File: config.mk
export PLATFORM = sky130hd
export DESIGN_NAME = decodificador
export DESIGN_NICKNAME = d
export VERILOG_FILES = /design/src/rtl/decodificador.sv
export SDC_FILE = /design/constraint.sdc
export NUM_CORES = 1
export LEC_CHECK = 0
export BUFFER_PORTS_ARGS = -buffer_cell sky130_fd_sc_hd__buf_2
export CAP_MARGIN = 10
export CORE_MARGIN = 3
export CORE_UTILIZATION = 46
export CTS_CLUSTER_DIAMETER = 100
export DETAILED_ROUTE_END_ITERATION = 12
export PLACE_DENSITY = 0.85
export SYNTH_ARGS = -nofsm -noshare
export SYNTH_HDL_FRONTEND = slang
export SYNTH_SLANG_ARGS = --single-unit
export TNS_END_PERCENT = 20
File: constraint.sdc
create_clock -name clk -period 1.3 [get_ports clk]
set_input_delay 0.26 -clock clk [delete_from_list [all_inputs] [get_ports clk]]
set_output_delay 0.26 -clock clk [all_outputs]
set_load 0.005 [all_outputs]
File: src/rtl/decodificador.sv
// rtl/decodificador.sv - edge-triggered Gray-to-binary decoder feeding a 2-entry output FIFO
// Optional odd-parity input check enabled by defining DECODIFICADOR_PARITY_EN.
module decodificador (
  input  logic       clk,
  input  logic       reset,
  input  logic       ready,
  input  logic       S0,
  input  logic       S1,
  input  logic       S2,
  input  logic       S3,
  input  logic       ack,
`ifdef DECODIFICADOR_PARITY_EN
  input  logic       P,
  output logic       perr,
`endif
  output logic       A,
  output logic       B,
  output logic       C,
  output logic       D,
  output logic       valid,
  output logic       full,
  output logic [3:0] count,
  output logic       overflow
);

  typedef enum logic [1:0] {
    EMPTY = 2'd0,
    ONE   = 2'd1,
    FULL  = 2'd2
  } state_t;

  state_t     r_state;
  state_t     w_state_nxt;
  logic       r_ready_q;
  logic [3:0] r_head;
  logic [3:0] r_tail;
  logic [3:0] w_head_nxt;
  logic [3:0] w_tail_nxt;
  logic [3:0] r_count;
  logic       r_overflow;
  logic       w_push_req;
  logic       w_push;
  logic       w_pop;
  logic       w_accept;
  logic       w_drop;
  logic [3:0] w_word;

  // ready_q resets high so a level held across reset release is not seen as a new pulse
  assign w_push_req = ready & ~r_ready_q;
  assign w_word     = {S0, S0 ^ S1, S0 ^ S1 ^ S2, S0 ^ S1 ^ S2 ^ S3};
  assign w_pop      = ack & (r_state != EMPTY);

`ifdef DECODIFICADOR_PARITY_EN
  logic w_par_ok;
  logic r_perr;

  assign w_par_ok = ^{S0, S1, S2, S3, P};
  assign w_push   = w_push_req & w_par_ok;
  assign perr     = r_perr;

  always_ff @(posedge clk) begin
    if (reset) begin
      r_perr <= 1'b0;
    end else begin
      r_perr <= w_push_req & ~w_par_ok;
    end
  end
`else
  assign w_push = w_push_req;
`endif

  always_comb begin
    w_state_nxt = r_state;
    w_head_nxt  = r_head;
    w_tail_nxt  = r_tail;
    w_accept    = 1'b0;
    w_drop      = 1'b0;
    case (r_state)
      EMPTY: begin
        if (w_push) begin
          w_head_nxt  = w_word;
          w_state_nxt = ONE;
          w_accept    = 1'b1;
        end
      end
      ONE: begin
        if (w_push && w_pop) begin
          w_head_nxt = w_word;
          w_accept   = 1'b1;
        end else if (w_push) begin
          w_tail_nxt  = w_word;
          w_state_nxt = FULL;
          w_accept    = 1'b1;
        end else if (w_pop) begin
          w_state_nxt = EMPTY;
        end
      end
      FULL: begin
        // pop is taken first, which frees the slot the incoming word needs
        if (w_push && w_pop) begin
          w_head_nxt = r_tail;
          w_tail_nxt = w_word;
          w_accept   = 1'b1;
        end else if (w_pop) begin
          w_head_nxt  = r_tail;
          w_state_nxt = ONE;
        end else if (w_push) begin
          w_drop = 1'b1;
        end
      end
      default: begin
        w_state_nxt = EMPTY;
      end
    endcase
  end

  always_ff @(posedge clk) begin
    if (reset) begin
      r_state    <= EMPTY;
      r_ready_q  <= 1'b1;
      r_head     <= 4'b0000;
      r_tail     <= 4'b0000;
      r_count    <= 4'd0;
      r_overflow <= 1'b0;
    end else begin
      r_state   <= w_state_nxt;
      r_ready_q <= ready;
      r_head    <= w_head_nxt;
      r_tail    <= w_tail_nxt;
      r_count   <= r_count + {3'b000, w_accept};
      if (w_drop) begin
        r_overflow <= 1'b1;
      end
    end
  end

  assign valid        = (r_state != EMPTY);
  assign full         = (r_state == FULL);
  assign {A, B, C, D} = valid ? r_head : 4'b0000;
  assign count        = r_count;
  assign overflow     = r_overflow;

endmodule

# Yosys cells after proc, flatten, opt, wreduce, memory -nomap -nowiden
# Index checks and enable logic that the tools add are counted.
# Widths: inputs -> output; s select.
# word_totals
wordCells	54
in_bits	8
out_inout_bits	11
ff_bits	16
# op_classes
add_sub_neg	1
reduce_logical	8
muxes	22
bitwise	6
eq_ne	11
# op_table
operator	count
$mux 4	6
$mux 2	6
$pmux 4 s3	1
$ne 2x2->1 const B	5
$pmux 4 s2	1
$reduce_and 4->1	2
$mux 1	6
$pmux 2 s3	1
$reduce_and 5->1	1
$add 4x1->4	1
$ne 2x1->1 const B	2
$reduce_bool 2->1	2
$ne 3x1->1 const B	1
$ne 3x3->1 const B	1
$pmux 1 s3	1
$reduce_bool 3->1	1
$xor 1x1->1	3
$and 1x1->1	2
$eq 2x1->1 const B	1
$eq 2x2->1 const B	1
$logic_not 2->1	1
$logic_and 1x1->1	1
$not 1->1	1

# Logic depth before layout (Yosys ltp)
# logic_depth
depth_word	6
mapped_depth	7
mapped_depth_nobuf	6

# Worst setup path after synthesis
# Ideal clock, no wire load.
# synth_path
path_kind	reg2reg
startpoint	register r_state[1]
endpoint	register r_head[3]
synth_period_minus_slack_ns	1.344
required_time_ns	1.172
path_stages_with_launch	7
path_buffers	2
setup_ns	0.128
t_arrival_ns	1.216
path_slack_ns	-0.044
cell_sequence	dfxtp_1 -> buf_2 -> and2b_1 -> buf_2 -> mux2_2 -> mux2i_1 -> nor2_1
# synth_via
word_cells_on_any_way	13
cone_classes	eq/ne: 5; mux: 2; bitwise: 1; reduce/logical: 5
# synth_lines
element	line_no	rtl
from (decl)	32	state_t r_state;
from (signal assigned)	126	r_state <= w_state_nxt;
$eq 2x2->1 (*)	-	
net full	21	output logic full,
$ne 3x1->1 (no line) / $reduce_bool 3->1 (equally long branches)	-	
$reduce_and 4->1 (no line)	-	
to (signal assigned)	128	r_head <= w_head_nxt;
to (decl)	35	logic [3:0] r_head;
# The timed path passes the listed nets; every way through them passes the cells marked *.
# A chain may end at the register's enable or synchronous reset.

# Worst setup path in the final report
# layout_path
startpoint	register r_state[0]
endpoint	output port full
# layout_via
elab_chain_cells	1
# layout_lines
element	line_no	rtl
$eq 2x2->1	138	assign full = (r_state == FULL);
to (decl)	21	
# No other way between the ends.

==> impl_metrics.sql <==
INSERT INTO impl_metrics (metric_group, metric, value, unit) VALUES
('final_layout', 'area_growth', '33.44', '%'),
('timing', 'fmaxAchievable', '0.7357', 'GHz'),
('placement', 'io_buffer_count', '18', ''),
('placement', 'place_hpwl', '1.305', 'mm'),
('floorplan', 'design.die.area', '0.002287', 'mm^2'),
('floorplan', 'horizontal_die_dimension', '47.82', 'um'),
('status', 'violations', 'setup timing', ''),
('clock_tree', 'tritoncts', 'built', ''),
('drt', 'postRouteAntennaNets', '0', ''),
('synth', 'syn_nets', '94', ''),
('drt', 'num_vias', '699', ''),
('worst_setup_path', 'critical-path-top-cell-by-count', 'buf_6', ''),
('pwr', 'areal_power_density_over_the_cells', '844.1', 'mW/mm^2'),
('timing', 'rsz0062_at_grt', 'true', ''),
('final_layout', 'diodes', '0', ''),
('clock_tree', 'worst_setup_hold_path_clk_slew', '0.08', 'ns'),
('worst_setup_path', 'reg2reg_slack', '-0.04', 'ns'),
('timing', 'worst_slew_pin_slew', '0.2784', 'ns'),
('timing', 'setup_slack', '-0.05925', 'ns'),
('timing', 'min_period_over_period', '104.6', '%'),
('floorplan', 'floorplan.initialDensity', '51.03', '%'),
('pwr', 'power.static_leakage', '0.5149', 'nW'),
('drt', 'wl', '1.835', 'mm'),
('synth', 'yosysMostFrequentCell', 'dfxtp_1', ''),
('synth', 'synth-warning-count', '0', ''),
('global_route', 'initial_antenna_violation_count', '0', ''),
('synth', 'synth_cell_type_count', '30', ''),
('timing', 'finalClockSkew', '0.003091', 'ns'),
('placement', 'worst_setup_slack_before_clock_tree_synthesis', '-0.09196', 'ns'),
('synth', 'portion_of_the_post_synthesis_area_used_by_sequential_elements', '39.81', '%'),
('worst_hold_path', 'worst_hold_path_type', 'primary input to flop', ''),
('clock_tree', 'clock_tree.htree_level_count', '1', ''),
('synth', 'post_synthesis_cell_area', '804.5', 'um^2'),
('worst_setup_path', 'regToRegEndpoint', 'r_head[3]', ''),
('run', 'cap_viol_max_count', '0', ''),
('clock_tree', 'clockRootBuffer', 'clkbuf_4', ''),
('drt', 'route.detailed.vias_per_inst', '5.377', ''),
('drt', 'routedWlPerCell', '14.12', 'um'),
('pwr', 'total_power', '0.0009061', 'W'),
('clock_tree', 'cts_buffer_depth', '2', ''),
('drt', 'detailedRoute.firstPassIterationCount', '4', ''),
('global_route', 'grt_first_pass_wirelength', '2.773', 'mm'),
('timing', 'period_minus_slack', '1.359', 'ns'),
('global_route', 'busiest_layer', 'met2', ''),
('worst_setup_path', 'timing.critical_path.from', 'r_state[0]', ''),
('worst_setup_path', 'setup.worst_path.class', 'flop to output pin', ''),
('final_layout', 'layout_cell_share_with_drive_strength_beyond_1', '42.98', '%'),
('global_route', 'grt_pass1_vias', '656', ''),
('synth', 'async_flop_share', '0', '%'),
('synth', 'synth_enable_flop_cells', '0', ''),
('floorplan', 'row_count', '14', ''),
('timing', 'fin_hold_ws', '0.2056', 'ns'),
('worst_setup_path', 'crit_end', 'full', ''),
('timing', 'setup_viol', '10', ''),
('synth', 'mean_area_per_synthesized_cell', '9.578', 'um^2'),
('placement', 'placedCellCount', '124', ''),
('floorplan', 'pin_count', '19', ''),
('worst_setup_path', 'setup.worst_path.end_class', 'output pin', ''),
('synth', 'post_synth_inst_count', '84', ''),
('pwr', 'worst_ir_drop_vdd', '0.5451', 'mV'),
('synth', 'yosys_register_bits', '16', ''),
('status', 'run_status', 'finished, violations left', ''),
('placement', 'gp_congestion', '0.7800', ''),
('worst_setup_path', 'worstPathRequired', '1.04', 'ns'),
('global_route', 'grt-ovfl-total', '0', ''),
('timing', 'slew_violations', '0', ''),
('synth', 'netlist_top_cells_area', 'dfxtp_1, mux2i_1, nor2_1', ''),
('clock_tree', 'tritoncts.num_buffers', '3', ''),
('worst_setup_path', 'timing.critical_path.fanout_max', '7', ''),
('worst_setup_path', 'slowest_stage', 'dfxtp_4', ''),
('worst_setup_path', 'reg2regPathDepth', '5', '');
## logic make-up (layout without fill, tap and decap cells)
group           after synthesis  count (layout)  share of synthesized area [%]
compound gates                9               9                          8.866
buf+inv                       7              37                          3.731
xor+xnor                      5               5                          7.155
fa+ha+maj                     2               2                          3.110
flops                        16              16                          39.81
simple gates                 34              34                          23.17
mux                          11              11                          14.15
## cell type report
class	instances	area (um^2)	share of cell area, %
Timing Repair Buffer	31	206.4	19.23
Tap cell	16	20.02	1.865
Clock buffer	3	22.52	2.098
Multi-Input combinational cell	61	485.5	45.22
Sequential cell	16	327.8	30.54
Inverter	3	11.26	1.049
## what timing repair did
item,in CTS,in global routing
pin swaps,3,1
hold buffers,0,0
setup endpoints to repair,17,17
buffers inserted,3,0
gates resized for setup,14,3
hold endpoints to repair,0,0
## sequential cells by signal, indices dropped and copies added (netlist names)
name / flops
r_tail: 4
overflow: 1
r_head: 4
count: 4
r_ready_q: 1
r_state: 2
## worst max-delay path: cells and delay by family, from the launching register on
kind / cells / cell delay (ns)
buffers and inverters: 2 / 0.22
DFF: 1 / 0.39
and+or+nand+nor: 1 / 0.21
## worst min path at each step
stage	end	slack [ns]	cells after the start
floorplan	r_head[0]	0.33	1
global placement	overflow	0.45	2
finish	r_ready_q	0.21	2
CTS	r_ready_q	0.21	2
global route	r_ready_q	0.20	2
detailed placement	r_head[1]	0.48	2
## per-stage QoR
| stage | util (%) | area (um^2) |
|---|---|---|
| 2_1_floorplan | - | 814.5 |
| 3_3_place_gp | 61.90 | 975.9 |
| 3_5_place_dp | 61.90 | 975.9 |
| 4_1_cts | 67.46 | 1064 |
| 5_1_grt | 68.10 | 1074 |
| 6_report | 68.10 | 1074 |
## where the power goes
group	switching (W)	internal (W)
combinational	0.0000669	0.0000809
sequential	0.00000869	0.000501
clock	0.000141	0.000107
## per-layer routing
metal	share of wire (%)	routed length, um	vias up
met5	0	0	-
met4	1.9	35	0
met3	2.6	47	6
met2	53	979	15
met1	42	772	334
li1	-	-	344
## layout by cell type, fill, tap and decap left out, types with 2 or more instances in the layout
| cell | Yosys | routed |
|---|---|---|
| xor2_1 | 2 | 2 |
| nor2b_1 | 6 | 5 |
| nand2b_1 | 3 | 3 |
| buf_6 | 0 | 5 |
| a21oi_1 | 4 | 3 |
| nor3b_2 | 0 | 2 |
| buf_4 | 0 | 8 |
| buf_2 | 3 | 18 |
| clkbuf_4 | 0 | 3 |
| xnor2_1 | 2 | 2 |
| nor2_1 | 14 | 13 |
| mux2i_1 | 8 | 8 |
| dfxtp_1 | 16 | 14 |
| dfxtp_4 | 0 | 2 |
| inv_1 | 3 | 3 |
Power figures use the tool's default switching activity.
